**src/rtl/decoder_pkg.sv**
```systemverilog
// Shared widths, types and the one-hot decode function for the 2-to-4 decoder.
package decoder_pkg;

    localparam int DEC_IN_W  = 2;
    localparam int DEC_OUT_W = 4;

    typedef logic [DEC_IN_W-1:0]  dec_sel_t;
    typedef logic [DEC_OUT_W-1:0] dec_onehot_t;

    function automatic dec_onehot_t dec_onehot(input dec_sel_t sel);
        dec_onehot_t result;
        result = '0;
        for (int k = 0; k < DEC_OUT_W; k++) begin
            result[k] = (sel == dec_sel_t'(k));
        end
        return result;
    endfunction

endpackage

```
**src/rtl/decoder_2to4_core.sv**
```systemverilog
// Purely combinational 2-to-4 one-hot decode; no state.
module decoder_2to4_core
    import decoder_pkg::*;
(
    input  logic [1:0] sel,
    output logic [3:0] onehot
);

    always_comb begin
        onehot = dec_onehot(sel);
    end

endmodule

```
**src/rtl/decoder_2to4.sv**
```systemverilog
// Registered 2-to-4 one-hot decoder with enable and output-valid flag.
// Build option: define DECODER_2TO4_HOLD_EN to hold `out` while en=0 instead of clearing it.
module decoder_2to4
    import decoder_pkg::*;
(
    input  logic       clk,
    input  logic       rst,
    input  logic       en,
    input  logic [1:0] in,
    output logic [3:0] out,
    output logic       out_valid
);

    dec_onehot_t decoded;

    decoder_2to4_core u_core (
        .sel    (in),
        .onehot (decoded)
    );

    // NOTE: non-blocking assignments so every flop samples pre-edge values.
    always_ff @(posedge clk) begin
        if (rst) begin
            out       <= '0;
            out_valid <= 1'b0;
        end else if (en) begin
            out       <= decoded;
            out_valid <= 1'b1;
        end else begin
`ifdef DECODER_2TO4_HOLD_EN
            out       <= out;
`else
            out       <= '0;
`endif
            out_valid <= 1'b0;
        end
    end

endmodule

```
**config.mk**
```make
export PLATFORM = sky130hd
export DESIGN_NAME = decoder_2to4
export DESIGN_NICKNAME = d
export VERILOG_FILES = /design/src/rtl/decoder_pkg.sv /design/src/rtl/decoder_2to4_core.sv /design/src/rtl/decoder_2to4.sv
export SDC_FILE = /design/constraint.sdc
export NUM_CORES = 1
export LEC_CHECK = 0
export CAP_MARGIN = 20
export CORE_AREA = 10 10 47 49
export CTS_CLUSTER_DIAMETER = 120
export DETAILED_ROUTE_END_ITERATION = 12
export DIE_AREA = 0 0 57 59
export GPL_ROUTABILITY_DRIVEN = 0
export SKIP_CTS_REPAIR_TIMING = 1
export SLEW_MARGIN = 10
export SYNTH_ARGS = -nofsm -noshare
export SYNTH_HDL_FRONTEND = slang
export SYNTH_SLANG_ARGS = --single-unit
```
**constraint.sdc**
```tcl
create_clock -name clk -period 0.8 [get_ports clk]
set_input_delay 0.12 -clock clk [delete_from_list [all_inputs] [get_ports clk]]
set_output_delay 0.12 -clock clk [all_outputs]
set_load 0.01 [all_outputs]
```
* Word level (Yosys, flattened, before mapping)
Cells that the tools add are included.
Storage, ports and cells: bits in registers 5, output and inout bits 5, bits of input ports 5, logic and storage cells 9
Operators by class: reductions and logical operators 2, muxes and demuxes 1, equal/unequal tests 3, bitwise operators 1
Operators by type and width (count):
- 2-bit equality test, second input constant | 2
- 2-bit by 1-bit equality test with 1-bit output, second input constant | 1
- 2-bit zero test | 1
- 2-bit OR reduction | 1
- 1-bit 2-to-1 mux | 1
- 1-bit NOT | 1

* Depth between registers and ports, before layout
Gate-level depths: netlist of run 1.
word-level depth 2, depth in mapped cells 1, mapped depth without buffers 1

* Modules after synthesis
A second synthesis of run 1 with hierarchy kept.
Second synthesis, totals: cell total of the unflattened synthesis 14, area, all modules 167.7 sq um
Modules (own cells, without submodules):
- decoder_2to4 | cells an instance 10, sequential area each 100.1 sq um, instances 1, area each 141.4 sq um
- decoder_2to4_core | cells an instance 4, sequential area each 0.0 sq um, instances 1, area each 26.3 sq um

* Least setup slack after synthesis of run 1
No wires, ideal clock.
path kind input to register, start input port in[0], end register out[0], setup slack 0.348 ns, buffers on the path 0, data required time 0.704 ns, stages on the path 1, arrival time 0.356 ns, library setup time 0.096 ns, path through nor4b_1
Between the ends: word-level cells in the longest chain between the ends 1
Ends and longest elaborated chain:
- from (decl) | line decoder_2to4.sv:9 | input logic [1:0] in,
- 2-bit zero test | line decoder_pkg.sv:14 | result[k] = (sel == dec_sel_t'(k));
- to (signal assigned) | line decoder_2to4.sv:27 | out <= decoded;
- to (decl) | line decoder_2to4.sv:10 | output logic [3:0] out,
No other way between the ends. A chain may end at the register's enable or synchronous reset.

* Worst setup path after layout of run 1
Ends and elaborated chain as after synthesis.

==> results of run 1 <==
[report_power, final]
part	switching (mW)	total [mW]	internal (mW)
sequential	0.00233	0.261	0.259
combinational	0.0189	0.0524	0.0335
clock	0.105	0.293	0.189
total	0.126	0.607	0.481
[layout make-up]
type                            instances  area, um^2
Sequential cell                         5         103
Fill cell                             166        1120
Timing Repair Buffer                    9        77.6
Clock buffer                            4        26.3
Tap cell                               16        20.0
Multi-Input combinational cell          5        51.3
[cell usage in the layout, fill, tap and decap left out]
cell type        count
and4b_2              1
and4bb_2             2
buf_2                3
buf_6                2
clkbuf_1             1
clkbuf_4             3
clkdlybuf4s50_1      4
dfxtp_1              3
dfxtp_2              2
nor2b_1              1
nor4b_1              1
[cell families (layout without fill, tap and decap cells)]
logic type    Yosys count  after routing  share of synthesized area [%]
simple gates            5              5                           33.9
flops                   5              5                           66.1
buf+inv                 0             13                              0
[worst max path at each step]
stage / endpoint / slack (ns) / startpoint / cells after the start
after floorplan: out[0] / 0.35 / in[0] / 1
after global placement: out[1] / -0.19 / rst / 2
after detailed placement: out[0] / -0.22 / in[0] / 2
after CTS: out[3] / -0.42 / out[3] / 1
after global routing: out_valid / -0.01 / out_valid / 1
final: out[0] / -0.0005 / in[0] / 2
[sequential cells by signal, indices dropped and copies added (netlist names)]
| register | flops |
|---|---|
| out | 4 |
| out_valid | 1 |
[routing by layer]
layer	vias up	global-route usage [%]	share of wire [%]
met3	2	5.15	24
met1	55	2.14	47
li1	63	-	-
met4	0	5.03	4.2
met5	-	0	0
met2	12	1.40	24
[cell usage after synthesis]
cell type  count
and4b_2        1
and4bb_2       2
dfxtp_1        5
nor2b_1        1
nor4b_1        1
[metrics by stage]
| stage | util, % | total power [mW] | setup TNS (ns) | setup WS (ns) |
|---|---|---|---|---|
| floorplan | - | 0.278 | 0 | 0.348 |
| global placement | 18.7 | 0.320 | -1.46 | -0.194 |
| detailed placement | 18.7 | 0.322 | -1.61 | -0.224 |
| CTS | 20.5 | 0.622 | -2.04 | -0.416 |
| global route | 19.8 | 0.645 | -0.0477 | -0.0147 |
| finish | 19.8 | 0.607 | -0.000543 | -0.000543 |
==> flow_metrics.tcl, run 1 <==
set metrics [dict create \
    setup_slack_ns -0.000543 \
    setup_violations 1 \
    final-max-slew-violation-count 0 \
    fmax_mhz 1250 \
    holdWs_ns 0.505 \
    clockBufferDepth 2 \
    finalInstanceArea_um2 278 \
    yosys.area.top_type "dfxtp_1" \
    path_clk_slew_ns 0.04 \
    grt_usage_pct 2.85 \
    drtIter0Drc 3 \
    critPathTopFamily "buffers and inverters" \
    routed_wl_um 402 \
    crit_path_cell_trace "clkdlybuf4s50_1 -> nor4b_1" \
    ys_seq_area_share_pct 66.1 \
    min_period_ns 0.801 \
    num_vias 132 \
    die-area_um2 3360 \
    drive_gt1_share_pct 56.5 \
    dp.cells 35 \
    overflow 0 \
    syn_area_um2 151 \
    yosysWarnings 0 \
    dieHeight_um 59 \
    finalHoldViolations 0 \
    ys_types 5 \
    cts_buffers 3 \
    worst_pin_slew_ns 0.296 \
    area_growth_pct 83.5 \
    avgSynthCellArea_um2 15.1 \
    cts_tree "built" \
    grt_max_degree 6 \
    first_global_vias 144 \
    min_to "out[0]" \
    ys_ff_latch 5 \
    place_area_um2 262 \
    violations "negative setup slack" \
    io-pin-count 10 \
    drt-pass1-iter-count 2 \
    fp-row-count 14 \
    die_w_um 57 \
    yosysTopAreaCellShare_pct 66.1 \
    drv_cap 0 \
    p_leak_nw 0.117 \
    critPathRequiredTime_ns 0.92 \
    grt_pass1_wl_um 565 \
    final_nets 29 \
    crit_path_max_fanout 4 \
    grt_antenna_before_repair 0 \
    fin_cells 39 \
    root_buffer "clkbuf_4" \
    avgRoutedWirePerCell_um 10.3 \
    via_per_inst 3.38 \
    crit_arrival_ns 0.92 \
    ant_nets 0 \
    finalCritPeriodShare_pct 100 \
    slowest_delay_ns 0.45 \
    diodes 0 \
    htreeDepth 1 \
    drc 0 \
    slew-limit-headroom_pct 80.0 \
    critPathLaunchType "input pin" \
    hold_start "in[1]" \
    rsz0062_at_grt "yes" \
    syn_inst 10 \
    worst_path_max_delay_cell "clkdlybuf4s50_1" \
    synth_area_leaders "dfxtp_1 66%, and4bb_2 17%, and4b_2 7.4%, nor4b_1 5.8%, nor2b_1 4.1%" \
    status "finished with violations" \
    crit_type "input pin to register" \
    setup.worst_path.end_class "register" \
    path_buf_inv 1 \
    port_buffers 9 \
    ir_drop_v 0.000407 \
    hold_class "input pin to register" \
    p_per_area_nw_per_um2 2180 \
    start_util_pct 10.8 \
    clock_sinks 5 \
    syn_nets 15 \
    core_area_um2 1400 \
    hold_depth 2 \
]
Power figures use the tool's default switching activity.
==> run 2, diff against run 1 <==
CORE_AREA = 2 2 39 41   (was 10 10 47 49)
DIE_AREA = 0 0 41 43   (was 0 0 57 59)
==> run 2 against run 1 <==
Against the previous run:
- the flow now finishes without violations
- final area is 0.90% higher
- wire length is 7.5% lower
- total power up 0.70%
- largest cell class unchanged
==> flow_metrics.tcl, run 2 (same netlist as run 1, synthesis figures left out) <==
set metrics [dict create \
    status "completed" \
    clockBufferDepth 2 \
    diodes 0 \
    clock_sinks 5 \
    largest_register "out" \
    min_period_ns 0.786 \
    overflow 0 \
    critPathRequiredTime_ns 0.68 \
    critPathTopFamily "flip-flops" \
    first_global_vias 128 \
    p_per_area_nw_per_um2 2180 \
    setup_slack_ns 0.0139 \
    post-place-ws_ns -0.230 \
    root_buffer "clkbuf_4" \
    p_total_mw 0.611 \
    avgRoutedWirePerCell_um 9.54 \
    finalHoldViolations 0 \
    die_w_um 41 \
    io-pin-count 10 \
    setup.worst_path.end_class "output pin" \
    grt_antenna_before_repair 0 \
    die-area_um2 1760 \
    p_leak_nw 0.126 \
    finalCritPeriodShare_pct 98.3 \
    final_nets 29 \
    grt_usage_pct 5.84 \
    setup_violations 0 \
    fmax_mhz 1270 \
    area_growth_pct 85.1 \
    critPathLaunchType "register" \
    htreeDepth 1 \
    crit_path_cell_trace "buf_6" \
    setup_tns_ns 0 \
    dp.cells 35 \
    largest_register_ffs 4 \
    crit_arrival_ns 0.67 \
    final-max-slew-violation-count 0 \
    via_per_inst 3.54 \
    slew-limit-headroom_pct 84.4 \
    ant_nets 0 \
    grt_pass1_wl_um 552 \
    hold_class "input pin to register" \
    top_regs "out: 4 flops, out_valid: 1 flops" \
    path_buf_inv 1 \
    cts_tree "built" \
    crit_path_max_fanout 1 \
    ir_drop_v 0.000859 \
    cts_buffers 3 \
    worst_pin_slew_ns 0.230 \
    routed_wl_um 372 \
    drv_cap 0 \
    path_clk_slew_ns 0.04 \
    drtIter0Drc 7 \
    hold_depth 2 \
    utilization_pct 20.3 \
    fillers 150 \
    start_util_pct 10.9 \
    fp-row-count 14 \
    rsz0062_at_grt "yes" \
    drc 0 \
    drive_gt1_share_pct 56.5 \
    grt_max_degree 6 \
    place_area_um2 262 \
    drt-pass1-iter-count 2 \
    core_area_um2 1380 \
    fin_cells 39 \
    crit_type "register to output pin" \
    holdWs_ns 0.142 \
    worst_path_max_delay_cell "dfxtp_2" \
    slowest_delay_ns 0.31 \
    dieHeight_um 43 \
    port_buffers 9 \
    path_depth 1 \
    finalInstanceArea_um2 280 \
    num_vias 138 \
    final_cell_mix "3 x clkbuf_4, 3 x clkdlybuf4s50_1, 3 x dfxtp_1, 3 x buf_2" \
]
## run 2: metal layers
layer	GRT usage (%)	wire, um	vias up
li1	-	-	64
met5	0	0	-
met2	4.38	119	12
met3	7.85	62	0
met1	6.47	189	62
met4	6.00	0	0
## run 2: power breakdown
group	total (mW)	internal (mW)	switching, mW
combinational	0.0528	0.0343	0.0185
sequential	0.262	0.259	0.00299
clock	0.296	0.189	0.108
## run 2: final cells by class
| class | instances | area (um^2) | area share [%] |
|---|---|---|---|
| clock buffers | 4 | 26.3 | 9.37 |
| well taps | 16 | 20.0 | 7.14 |
| multi-input cells | 5 | 51.3 | 18.3 |
| flip-flops and latches | 5 | 103 | 36.6 |
| repair buffers | 9 | 80.1 | 28.6 |
## run 2: final timing paths
| kind | startpoint | end |
|---|---|---|
| hold / removal | rst | out_valid |
| setup / recovery | out[2] | out[2] |
